File: src/rtl/proc_io_pkg.sv
// Shared definitions for the processor output collector.
// Latency: n/a (types, constants and a combinational helper only).
// Backpressure: n/a.
//
// Contents: default widths, the buffered entry layout and a lowest-set-bit encoder.
package proc_io_pkg;

  localparam int NUBITS = 32;
  localparam int NCHAN  = 7;
  localparam int CHW    = 3;

  // Buffered entry: {last, chan, data}, data in the low bits.
  typedef struct packed {
    logic              last;
    logic [CHW-1:0]    chan;
    logic [NUBITS-1:0] data;
  } entry_t;

  // Index of the lowest set bit of v; 0 when v is all zeros.
  function automatic int lowest_set(input logic [31:0] v);
    lowest_set = 0;
    for (int i = 31; i >= 0; i--) begin
      if (v[i]) lowest_set = i;
    end
  endfunction

endpackage

File: src/rtl/sync_fifo.sv
// Synchronous FIFO with registered storage and a combinational head read.
// Latency: a word written at edge N is readable after edge N; no write-to-read bypass.
// Backpressure: a write while full is accepted only together with a read; otherwise it is ignored.
//
// Ports: clk, rst (sync, active-high), push/wdata (write request), pop (read, ignored when empty),
//        rdata (head word), full, empty, level (occupancy 0..DEPTH).
module sync_fifo #(
  parameter int WIDTH = 8,
  parameter int DEPTH = 16
) (
  input  logic                     clk,
  input  logic                     rst,
  input  logic                     push,
  input  logic [WIDTH-1:0]         wdata,
  input  logic                     pop,
  output logic [WIDTH-1:0]         rdata,
  output logic                     full,
  output logic                     empty,
  output logic [$clog2(DEPTH):0]   level
);

  localparam int AW = $clog2(DEPTH);

  logic [WIDTH-1:0] mem_q [DEPTH];
  logic [AW-1:0]    wp_q, wp_d;
  logic [AW-1:0]    rp_q, rp_d;
  logic [AW:0]      level_q, level_d;
  logic             wr, rd;

  assign full  = (level_q == (AW+1)'(DEPTH));
  assign empty = (level_q == '0);
  assign level = level_q;
  assign rdata = mem_q[rp_q];

  // A simultaneous read frees the slot, so a full FIFO can still take the write.
  assign rd = pop && !empty;
  assign wr = push && (!full || rd);

  always_comb begin
    wp_d    = wp_q;
    rp_d    = rp_q;
    level_d = level_q;
    if (wr) wp_d = wp_q + 1'b1;
    if (rd) rp_d = rp_q + 1'b1;
    if (wr && !rd) level_d = level_q + 1'b1;
    if (rd && !wr) level_d = level_q - 1'b1;
  end

  always_ff @(posedge clk) begin
    if (rst) begin
      wp_q    <= '0;
      rp_q    <= '0;
      level_q <= '0;
    end else begin
      wp_q    <= wp_d;
      rp_q    <= rp_d;
      level_q <= level_d;
    end
  end

  // Storage is not reset; the pointers alone define which slots are live.
  always_ff @(posedge clk) begin
    if (wr) mem_q[wp_q] <= wdata;
  end

endmodule

File: src/rtl/proc_out_collector.sv
// Captures strobed processor output words, tags them with channel and frame position, buffers them.
// Latency: a word strobed in cycle N is presented on the head in cycle N+1 (no bypass).
// Backpressure: valid/ready on the head; a strobe into a full FIFO with no pop is dropped and flagged.
//
// Ports: clk, rst (sync, active-high); din/out_en (processor side);
//        m_data/m_chan/m_last/m_valid/m_ready (drain stream); level, ovf, err_multi (status).
module proc_out_collector #(
  parameter int NUBITS = proc_io_pkg::NUBITS,
  parameter int NCHAN  = proc_io_pkg::NCHAN,
  parameter int CHW    = proc_io_pkg::CHW,
  parameter int DEPTH  = 16,
  parameter int FRAME  = 8
) (
  input  logic                   clk,
  input  logic                   rst,
  input  logic [NUBITS-1:0]      din,
  input  logic [NCHAN-1:0]       out_en,
  output logic [NUBITS-1:0]      m_data,
  output logic [CHW-1:0]         m_chan,
  output logic                   m_last,
  output logic                   m_valid,
  input  logic                   m_ready,
  output logic [$clog2(DEPTH):0] level,
  output logic                   ovf,
  output logic                   err_multi
);

  import proc_io_pkg::*;

  localparam int FW = $clog2(FRAME);

  typedef struct packed {
    logic              last;
    logic [CHW-1:0]    chan;
    logic [NUBITS-1:0] data;
  } ent_t;

  logic           strobe;
  logic           multi;
  logic [CHW-1:0] chan;
  logic [FW-1:0]  cur_pos;
  logic [FW-1:0]  pos_q [NCHAN];
  logic [FW-1:0]  pos_d [NCHAN];
  logic           ovf_q, ovf_d;
  logic           err_q, err_d;
  ent_t           wr_ent, head;
  logic           full, empty, pop;

  assign strobe = |out_en;
  assign multi  = |(out_en & (out_en - NCHAN'(1)));
  assign chan   = CHW'(lowest_set(32'(out_en)));

  // Frame position of the captured channel, taken before its increment.
  always_comb begin
    cur_pos = '0;
    for (int k = 0; k < NCHAN; k++) begin
      if (chan == CHW'(k)) cur_pos = pos_q[k];
    end
  end

  // Counters advance on every capture, dropped or not, to stay frame-aligned with the processor.
  always_comb begin
    for (int k = 0; k < NCHAN; k++) begin
      pos_d[k] = pos_q[k];
      if (strobe && chan == CHW'(k)) begin
        pos_d[k] = (pos_q[k] == FW'(FRAME - 1)) ? '0 : pos_q[k] + 1'b1;
      end
    end
  end

  assign wr_ent.last = (cur_pos == FW'(FRAME - 1));
  assign wr_ent.chan = chan;
  assign wr_ent.data = din;

  assign m_valid = !empty;
  assign pop     = m_valid && m_ready;

  assign ovf_d = ovf_q | (strobe && full && !pop);
  assign err_d = err_q | (strobe && multi);

  always_ff @(posedge clk) begin
    if (rst) begin
      ovf_q <= 1'b0;
      err_q <= 1'b0;
      for (int k = 0; k < NCHAN; k++) pos_q[k] <= '0;
    end else begin
      ovf_q <= ovf_d;
      err_q <= err_d;
      for (int k = 0; k < NCHAN; k++) pos_q[k] <= pos_d[k];
    end
  end

  sync_fifo #(
    .WIDTH ($bits(ent_t)),
    .DEPTH (DEPTH)
  ) u_fifo (
    .clk   (clk),
    .rst   (rst),
    .push  (strobe),
    .wdata (wr_ent),
    .pop   (pop),
    .rdata (head),
    .full  (full),
    .empty (empty),
    .level (level)
  );

  // Storage is unreset, so the head fields are zeroed whenever nothing is valid.
  assign m_data    = m_valid ? head.data : '0;
  assign m_chan    = m_valid ? head.chan : '0;
  assign m_last    = m_valid ? head.last : 1'b0;
  assign ovf       = ovf_q;
  assign err_multi = err_q;

endmodule

File: config.mk
export PLATFORM = sky130hd
export DESIGN_NAME = proc_out_collector
export DESIGN_NICKNAME = d
export VERILOG_FILES = /design/src/rtl/proc_io_pkg.sv /design/src/rtl/sync_fifo.sv /design/src/rtl/proc_out_collector.sv
export SDC_FILE = /design/constraint.sdc
export NUM_CORES = 1
export LEC_CHECK = 0
export CAP_MARGIN = 20
export CORE_AREA = 2 2 196 198
export CTS_BUF_LIST = sky130_fd_sc_hd__clkbuf_4 sky130_fd_sc_hd__clkbuf_8
export CTS_CLUSTER_DIAMETER = 30
export DETAILED_ROUTE_END_ITERATION = 10
export DIE_AREA = 0 0 198 200
export DONT_BUFFER_PORTS = 1
export HOLD_SLACK_MARGIN = 0.12
export PLACE_DENSITY = 0.88
export SYNTH_ARGS = -nofsm -noshare
export SYNTH_HDL_FRONTEND = slang
export SYNTH_SLANG_ARGS = --single-unit
File: constraint.sdc
create_clock -name clk -period 6.18 [get_ports clk]
set_input_delay 0.618 -clock clk [delete_from_list [all_inputs] [get_ports clk]]
set_output_delay 0.618 -clock clk [all_outputs]
set_load 0.02 [all_outputs]
==> out/metrics.yaml, run 1 <==
synthesis:
  yosys_warnings: 0
  synth_cell_types: 51
  synth_flop_cell: "edfxtp_1"
  synthAdderAreaFrac_pct: 1.23
  muxShareOfSynthArea_pct: 17.4
  synth_area_um2: 24100
  ys_async_sr_fraction_pct: 0
  synthSimpleGateAreaFrac_pct: 3.24
  synth_top_family_by_area: "multiplexers"
  synth_nets: 1166
  synth_cells: 1101
  synth-seq-cells: 616
  synth_seq_area_share_pct: 75.2
  synth_edf_count: 576
  syn_avg_cell_area_um2: 21.9
  synthXorXnorAreaFrac_pct: 0.291
  synth_compound_area_share_pct: 1.26
grt:
  grt_use_total_pct: 28.4
  grt_max_degree: 81
  grt_pass1_wl_um: 79000
  grt_overflow: 0
  antenna_found_initial: 2
  grt_pass1_vias: 12600
clocking:
  numCtsBuffers: 108
  clock_latency_ns: 0.67
  holdBufCountCts: 35
  clk_pin_slew_ns: 0.06
  cts_tree: "yes"
  cts_root_buf: "clkbuf_8"
  cts_sinks: 616
  clockBufferDepth: 3
  cts_resized: 0
  cts_setup_buffers: 0
  htreeDepth: 3
route:
  first_iter_violations: 1168
  drt-vias-per-instance: 6.62
  ant_nets: 0
  wl_um: 54200
  vias: 12100
  wl_per_cell_um: 29.7
  firstDrtPassIters: 5
  drc_errors: 0
hold_path:
  hold_class: "in2reg"
critical_path:
  arrival_ns: 3.46
  setup.worst_path.class: "reg2out"
  cp_max_fo: 80
  end_kind: "primary output"
  cpMaxStageDelayCell: "dfxtp_4"
  slowest_delay_ns: 0.99
  worstPathRequired_ns: 5.56
  crit_path_start_kind: "flip-flop"
  cp_common_cell: "mux4_2"
  cp_cell_sequence: "buf_12 > mux4_2 > mux4_2 > and2_1"
  ff2ff_setup_slack_ns: 2.67
floorplan:
  boundaryPins: 86
  core_um2: 37400
  die_x_um: 198
  fp-row-count: 71
  die_h_um: 200
  start_util_pct: 64.4
  dieArea_um2: 39600
sta:
  rsz0062_at_grt: "false"
  worst_slew_pin_slew_ns: 1.06
  timing.setup.tns_ns: 0
  finalClockSkew_ns: 0.0289
  setup_violations: 0
  max_freq_ghz: 0.245
  fin_hold_ws_ns: 0.185
  max-slew-margin-rel_pct: 28.8
  fin_crit_sh_pct: 66.0
  maxSlewViolCount: 0
  finalHoldViolations: 0
  min_period_ns: 4.08
final_layout:
  area_growth_pct: 14.0
  design_area_um2: 27400
  nets: 1287
  utilization_pct: 73.3
  drive_above_1_share_pct: 32.1
placement:
  gp_congestion: 0.763
  detailed_place.area_um2: 24800
  place_hpwl_um: 28600
  port-buffer-count: 0
pwr:
  total_leakage_power_nw: 8.72
  peakVddDrop_mv: 0.209
  p_per_area_nw_per_um2: 387
outcome:
  status: "finished, final reports clean"
job:
  cap_violations: 0
## critical path: cells and delay by family, from the launching register on
kind	cells	cell delay, ns
buffers and inverters	1	0.48
DFF	1	0.99
muxes	2	0.91
and+or+nand+nor	1	0.28
## Yosys cell counts (all sizes together) (2+ instances only)
| master | count | area [um^2] |
|---|---|---|
| clkbuf | 22 | 83.8 |
| nand4 | 2 | 12.5 |
| a211oi | 3 | 22.5 |
| or3 | 6 | 37.5 |
| nor2 | 38 | 150 |
| xor2 | 3 | 26.3 |
| or4 | 2 | 15.0 |
| nand2b | 4 | 25.0 |
| dfxtp | 40 | 801 |
| mux4 | 180 | 4050 |
| buf | 32 | 196 |
| nor3 | 9 | 56.3 |
| mux2i | 12 | 120 |
| nand2 | 24 | 90.1 |
| o211ai | 2 | 15.0 |
| ha | 22 | 275 |
| nor3b | 4 | 30.0 |
| o21ai | 6 | 33.8 |
| and3 | 2 | 12.5 |
| and2 | 40 | 250 |
| nand3 | 9 | 45.0 |
| a21oi | 19 | 98.9 |
| a221oi | 2 | 17.5 |
| xnor2 | 5 | 43.8 |
| edfxtp | 576 | 17300 |
| nor2b | 2 | 12.5 |
| inv | 14 | 52.6 |
| nor4 | 6 | 43.8 |
## layout by cell type (no fill, tap or decap), drive strengths merged, types with 5 or more instances in the layout
| cell | n |
|---|---|
| or3 | 6 |
| nand2 | 24 |
| mux4 | 180 |
| buf | 31 |
| mux2i | 12 |
| inv | 16 |
| xnor2 | 5 |
| nand3 | 9 |
| o21ai | 6 |
| clkbuf | 142 |
| clkinv | 36 |
| a21oi | 19 |
| dfxtp | 40 |
| clkinvlp | 12 |
| bufinv | 7 |
| and2 | 40 |
| edfxtp | 576 |
| nor2 | 38 |
| nor3 | 9 |
| dlygate4sd3 | 34 |
| nor4 | 6 |
| ha | 22 |
## through the flow
stage / setup slack (ns) / power [mW] / cells
finish: 2.10 / 10.6 / 1823
global route: 1.91 / 11.0 / 1823
CTS: 2.01 / 10.7 / 1819
detailed placement: 2.71 / 6.74 / 1586
global placement: 2.77 / 6.67 / 1586
floorplan: 1.16 / 6.39 / 1101
## power breakdown
part / internal [mW] / leakage, nW / switching [mW]
Combinational: 0.905 / 1.98 / 0.999
Clock: 2.19 / 1.16 / 1.67
Sequential: 4.70 / 5.58 / 0.154
## state kept, by name (all words and copies together) (netlist names), named ones only
| name | count |
|---|---|
| err_multi | 1 |
| u_fifo.mem_q | 576 |
| u_fifo.level | 5 |
| ovf | 1 |
| pos_q | 21 |
| u_fifo.rp_q | 4 |
| u_fifo.wp_q | 4 |
## cells by family (layout without fill, tap and decap cells)
family | count (synthesis) | in the layout
flops | 616 | 616
mux | 193 | 193
simple gates | 148 | 148
buf+inv | 69 | 278
compound gates | 44 | 44
fa+ha+maj | 23 | 23
xor+xnor | 8 | 8
other cells | 0 | 2
## final timing paths
path | startpoint | endpoint | cells past startpoint
worst max-delay path | flip-flop | m_last | 4
worst min-delay path | out_en[0] | err_multi | 2
worst max register to register | u_fifo.level[0] | u_fifo.mem_q[4][9] | 5
worst min register to register | pos_q[5][2] | pos_q[5][2] | 2
## layer usage
metal,up-vias,share of wire [%],track usage (%)
met5,-,0,0
met4,0,2.7,10.8
met3,127,9.8,5.83
met2,811,52,49.0
met1,6258,35,36.1
li1,4866,-,-
## final cells by class
class / instances / area [um^2]
Fill cell: 1912 / 9970
Antenna cell: 2 / 5.00
Sequential cell: 616 / 18100
Timing Repair Buffer: 65 / 631
Clock buffer: 142 / 1780
Multi-Input combinational cell: 416 / 5720
Tap cell: 511 / 639
Inverter: 15 / 56.3
Clock inverter: 56 / 494
(Power assumes the default switching activity.)
==> run 2: changes to the inputs <==
==> constraint.sdc (replaced) <==
create_clock -name clk -period 4.2 [get_ports clk]
set_input_delay 0.42 -clock clk [delete_from_list [all_inputs] [get_ports clk]]
set_output_delay 0.42 -clock clk [all_outputs]
set_load 0.02 [all_outputs]
==> run 2 against run 1 <==
Register-to-register slack worse by 1.5 ns. Clock skew is 0.012 ns higher. Setup slack worse by 1.5 ns. Non-clock buffer count is 5 higher. Worst hold slack worse by 0.019 ns. Largest cell class unchanged. Largest power group unchanged.
==> out/metrics.yaml, run 2 (synthesis results as in run 1) <==
outcome:
  status: "finished, final reports clean"
clocking:
  cts_sinks: 616
  clock_latency_ns: 0.68
  cts_setup_buffers: 0
  htreeDepth: 3
  cts_tree: "yes"
  cts_root_buf: "clkbuf_8"
  numCtsBuffers: 108
  clockBufferDepth: 3
  clk_pin_slew_ns: 0.06
critical_path:
  worstPathRequired_ns: 3.78
  arrival_ns: 3.21
  setup.worst_path.class: "reg2out"
  crit_path_start_kind: "flip-flop"
  cp_max_fo: 25
  reg2reg_depth: 6
  end_kind: "primary output"
sta:
  setup_violations: 0
  timing.setup.tns_ns: 0
  finalHoldViolations: 0
  finalClockSkew_ns: 0.0411
  maxSlewViolCount: 0
  worst_slew_pin_slew_ns: 1.19
  rsz0062_at_grt: "false"
  fin_crit_sh_pct: 86.4
  min_period_ns: 3.63
  max_freq_ghz: 0.276
  max-slew-margin-rel_pct: 20.4
  setup_ws_ns: 0.572
route:
  vias: 12200
  drt-vias-per-instance: 6.68
  wl_per_cell_um: 30.3
  firstDrtPassIters: 5
  drc_errors: 0
  first_iter_violations: 1349
  ant_nets: 0
  wl_um: 55300
pwr:
  p_per_area_nw_per_um2: 563
  total_leakage_power_nw: 8.74
  power_mw: 15.5
  peakVddDrop_mv: 0.305
grt:
  antenna_found_initial: 6
  grt_pass1_vias: 12700
  grt_use_total_pct: 29.0
  grt_pass1_wl_um: 81100
  grt_overflow: 0
  grt_max_degree: 72
floorplan:
  fp-row-count: 71
  die_x_um: 198
  boundaryPins: 86
  start_util_pct: 64.4
  die_h_um: 200
  core_um2: 37400
  dieArea_um2: 39600
final_layout:
  regArea_um2: 18100
  nets: 1292
  design_area_um2: 27500
  layout_commonest_cell: "edfxtp_1"
  area_growth_pct: 14.1
  layout_common_cells: "576 x edfxtp_1, 180 x mux4_2, 111 x clkbuf_8"
  multi_input_area_um2: 5720
  utilization_pct: 73.5
  drive_above_1_share_pct: 31.4
  regMostFlops: "u_fifo.mem_q"
  largest_reg_flops: 576
  n_fill_cell: 1927
placement:
  detailed_place.area_um2: 24800
  gp_congestion: 0.726
  port-buffer-count: 0
  place_hpwl_um: 28000
  pre_cts_slack_ns: 1.15
hold_path:
  hold_class: "in2reg"
  holdPathStages: 3
job:
  cap_violations: 0
-- run 2: critical path, cell delays in order (launching register included) --
cell     delay, ns
dfxtp_4       0.69
buf_4         0.49
mux4_2        0.59
mux4_2        0.50
and2_1        0.25
-- run 2: worst paths after layout --
path	start	slack [ns]	end
max	flip-flop	0.57	m_data[26]
min	m_ready	0.17	u_fifo.level[1]
max reg2reg	u_fifo.level[0]	1.15	u_fifo.mem_q[9][31]
min reg2reg	pos_q[5][2]	0.48	pos_q[5][2]
-- run 2: cell type report --
cell class | count | share of cell area (%)
Timing Repair Buffer | 70 | 2.74
Sequential cell | 616 | 65.9
Antenna cell | 4 | 0.0364
Multi-Input combinational cell | 416 | 20.8
Tap cell | 511 | 2.33
Inverter | 15 | 0.205
Clock inverter | 63 | 1.83
Clock buffer | 132 | 6.13
-- run 2: metal layers --
layer / global-route usage (%) / up-vias / part of all wire, % / wire (um)
li1: - / 4881 / - / -
met1: 37.9 / 6392 / 36 / 20000
met2: 48.8 / 811 / 52 / 28600
met3: 6.49 / 121 / 9.4 / 5220
met4: 11.0 / 2 / 2.7 / 1490
met5: 0 / - / 0.016 / 9
-- run 2: timing repair --
action | in CTS | in global routing
hold endpoints to repair | 552 | 0
hold buffers | 44 | 0
setup endpoints to repair | 0 | 0
gates resized for setup | 0 | 0
-- run 2: where the power goes --
part	total, mW	internal, mW	switching, mW
combinational	2.83	1.31	1.52
sequential	7.09	6.91	0.180
clock	5.55	3.05	2.50
-- run 2: metrics by stage --
stage / hold slack [ns] / cells
3_5_place_dp: 0.462 / 1583
4_1_cts: 0.126 / 1822
6_report: 0.166 / 1827
3_3_place_gp: 0.454 / 1583
2_1_floorplan: 0.450 / 1101
5_1_grt: 0.171 / 1826
==> run 3: changes to the inputs <==
--- a/config.mk
+++ b/config.mk
@@ -6,14 +6,14 @@
 export NUM_CORES = 1
 export LEC_CHECK = 0
 export CAP_MARGIN = 20
-export CORE_AREA = 2 2 196 198
+export CORE_AREA = 2 2 233 166
 export CTS_BUF_LIST = sky130_fd_sc_hd__clkbuf_4 sky130_fd_sc_hd__clkbuf_8
 export CTS_CLUSTER_DIAMETER = 30
 export DETAILED_ROUTE_END_ITERATION = 10
-export DIE_AREA = 0 0 198 200
+export DIE_AREA = 0 0 235 168
 export DONT_BUFFER_PORTS = 1
 export HOLD_SLACK_MARGIN = 0.12
-export PLACE_DENSITY = 0.88
+export PLACE_DENSITY = 0.89
 export SYNTH_ARGS = -nofsm -noshare
 export SYNTH_HDL_FRONTEND = slang
 export SYNTH_SLANG_ARGS = --single-unit
==> run 3 against run 2 <==
Register-to-register slack gained 0.08 ns. Clock skew shrank 0.022 ns. Worst hold slack lost 0.0062 ns. Die area shrank 0.30%. Routed wire length shrank 7.6%. Critical path depth is the same. Total power shrank 2.8%. Final area shrank 0.98%. Final cell count shrank 2.0%. Maximum frequency grew 5.6%. Sequential power shrank 0.7%.
==> out/metrics.yaml, run 3 (synthesis results as in run 1) <==
floorplan:
  die_x_um: 235
  boundaryPins: 86
  dieArea_um2: 39500
  fp-row-count: 60
  die_h_um: 168
  core_um2: 37600
  start_util_pct: 64.0
route:
  wl_um: 51100
  vias: 11800
  first_iter_violations: 1298
  drc_errors: 0
  ant_nets: 0
  firstDrtPassIters: 5
  drt-vias-per-instance: 6.58
  wl_per_cell_um: 28.5
clocking:
  cts_setup_buffers: 0
  clk_pin_slew_ns: 0.06
  cts_sinks: 616
  numCtsBuffers: 96
  htreeDepth: 3
  cts_tree: "yes"
  clock_latency_ns: 0.65
  clockBufferDepth: 3
  cts_root_buf: "clkbuf_8"
placement:
  port-buffer-count: 0
  pre_cts_slack_ns: 1.10
  place_hpwl_um: 26500
  gp_congestion: 0.770
grt:
  grt_util_met3_pct: 5.67
  top_usage_layer: "met2"
  grtUsageMet2_pct: 43.2
  grt_pass1_wl_um: 77100
  antenna_found_initial: 3
  grt_pass1_vias: 12300
  grt_overflow: 0
  met1_usage_pct: 37.4
  grt_use_total_pct: 26.8
  grt_max_degree: 82
pwr:
  peakVddDrop_mv: 0.424
  power_mw: 15.0
  p_per_area_nw_per_um2: 553
  total_leakage_power_nw: 8.62
critical_path:
  setup.worst_path.class: "reg2out"
  reg2reg_to: "u_fifo.level[4]"
  end_kind: "primary output"
  cp_max_fo: 39
  reg2reg_depth: 9
  worstPathRequired_ns: 3.78
  crit_path_start_kind: "flip-flop"
  r2r-start: "u_fifo.level[0]"
  arrival_ns: 3.02
  ff2ff_setup_slack_ns: 1.23
sta:
  max-slew-margin-rel_pct: 29.5
  finalHoldViolations: 0
  fin_crit_sh_pct: 81.8
  rsz0062_at_grt: "false"
  min_period_ns: 3.44
  setup_ws_ns: 0.765
  setup_violations: 0
  worst_slew_pin_slew_ns: 1.06
  finalClockSkew_ns: 0.0188
  max_freq_ghz: 0.291
  maxSlewViolCount: 0
final_layout:
  area_growth_pct: 13.0
  layout_common_cells: "576 x edfxtp_1, 180 x mux4_2, 98 x clkbuf_8"
  nets: 1282
  largest_reg_flops: 576
  drive_above_1_share_pct: 30.6
  layout_commonest_cell: "edfxtp_1"
  regMostFlops: "u_fifo.mem_q"
hold_path:
  holdPathStages: 3
  hold_class: "in2reg"
  hp-start: "m_ready"
  hold_end: "u_fifo.level[1]"
job:
  cap_violations: 0
outcome:
  status: "finished, final reports clean"
==> run 3: metrics by stage <==
step	instances	TNS [ns]	utilization (%)	hold WS [ns]	instance area, um^2
2_1_floorplan	1101	-90.03	-	0.450	24100
3_3_place_gp	1572	0	65.8	0.454	24800
3_5_place_dp	1572	0	65.8	0.474	24800
4_1_cts	1787	0	72.3	0.121	27200
5_1_grt	1790	0	72.3	0.149	27200
6_report	1791	0	72.3	0.160	27200
==> run 3: what timing repair did <==
item,CTS,global route
endpoints found under the hold margin,552,0
resized for setup,0,0
hold buffers,42,0
==> run 3: area by class of cell <==
| type | count | area (um^2) |
|---|---|---|
| inverter | 15 | 56.3 |
| multi-input combinational | 416 | 5720 |
| tap | 496 | 621 |
| antenna | 3 | 7.51 |
| fill | 2008 | 10400 |
| clock buffer | 120 | 1510 |
| sequential | 616 | 18100 |
| timing repair buffer | 72 | 693 |
| clock inverter | 53 | 485 |
==> run 3: power breakdown <==
| group | internal [mW] | total, mW | switching [mW] |
|---|---|---|---|
| Sequential | 6.91 | 7.04 | 0.135 |
| Clock | 2.89 | 5.17 | 2.29 |
| Combinational | 1.30 | 2.82 | 1.52 |
==> run 3: worst max-delay path: stages (launching register included) <==
cell and delay, ns:
dfxtp_4 0.74, buf_4 0.48, mux4_2 0.39, mux4_2 0.48, and2_1 0.24
==> run 3: metal layers <==
layer,vias to the layer above,wire length [um]
li1,4847,-
met4,0,1410
met1,6194,19600
met2,627,25700
met5,-,0
met3,124,4300
==> run 3: worst max-delay path by stage <==
stage                          from              endpoint  slack [ns]  depth (start not counted)
after floorplan           out_en[0]    u_fifo.mem_q[1][0]       -0.63                          4
after global placement    out_en[1]  u_fifo.mem_q[10][35]        1.36                          6
after detailed placement  out_en[2]  u_fifo.mem_q[11][35]        1.10                          6
after CTS                 flip-flop             m_data[4]        0.72                          4
after global routing      flip-flop            m_data[23]        0.64                          4
final                     flip-flop             m_data[4]        0.76                          4
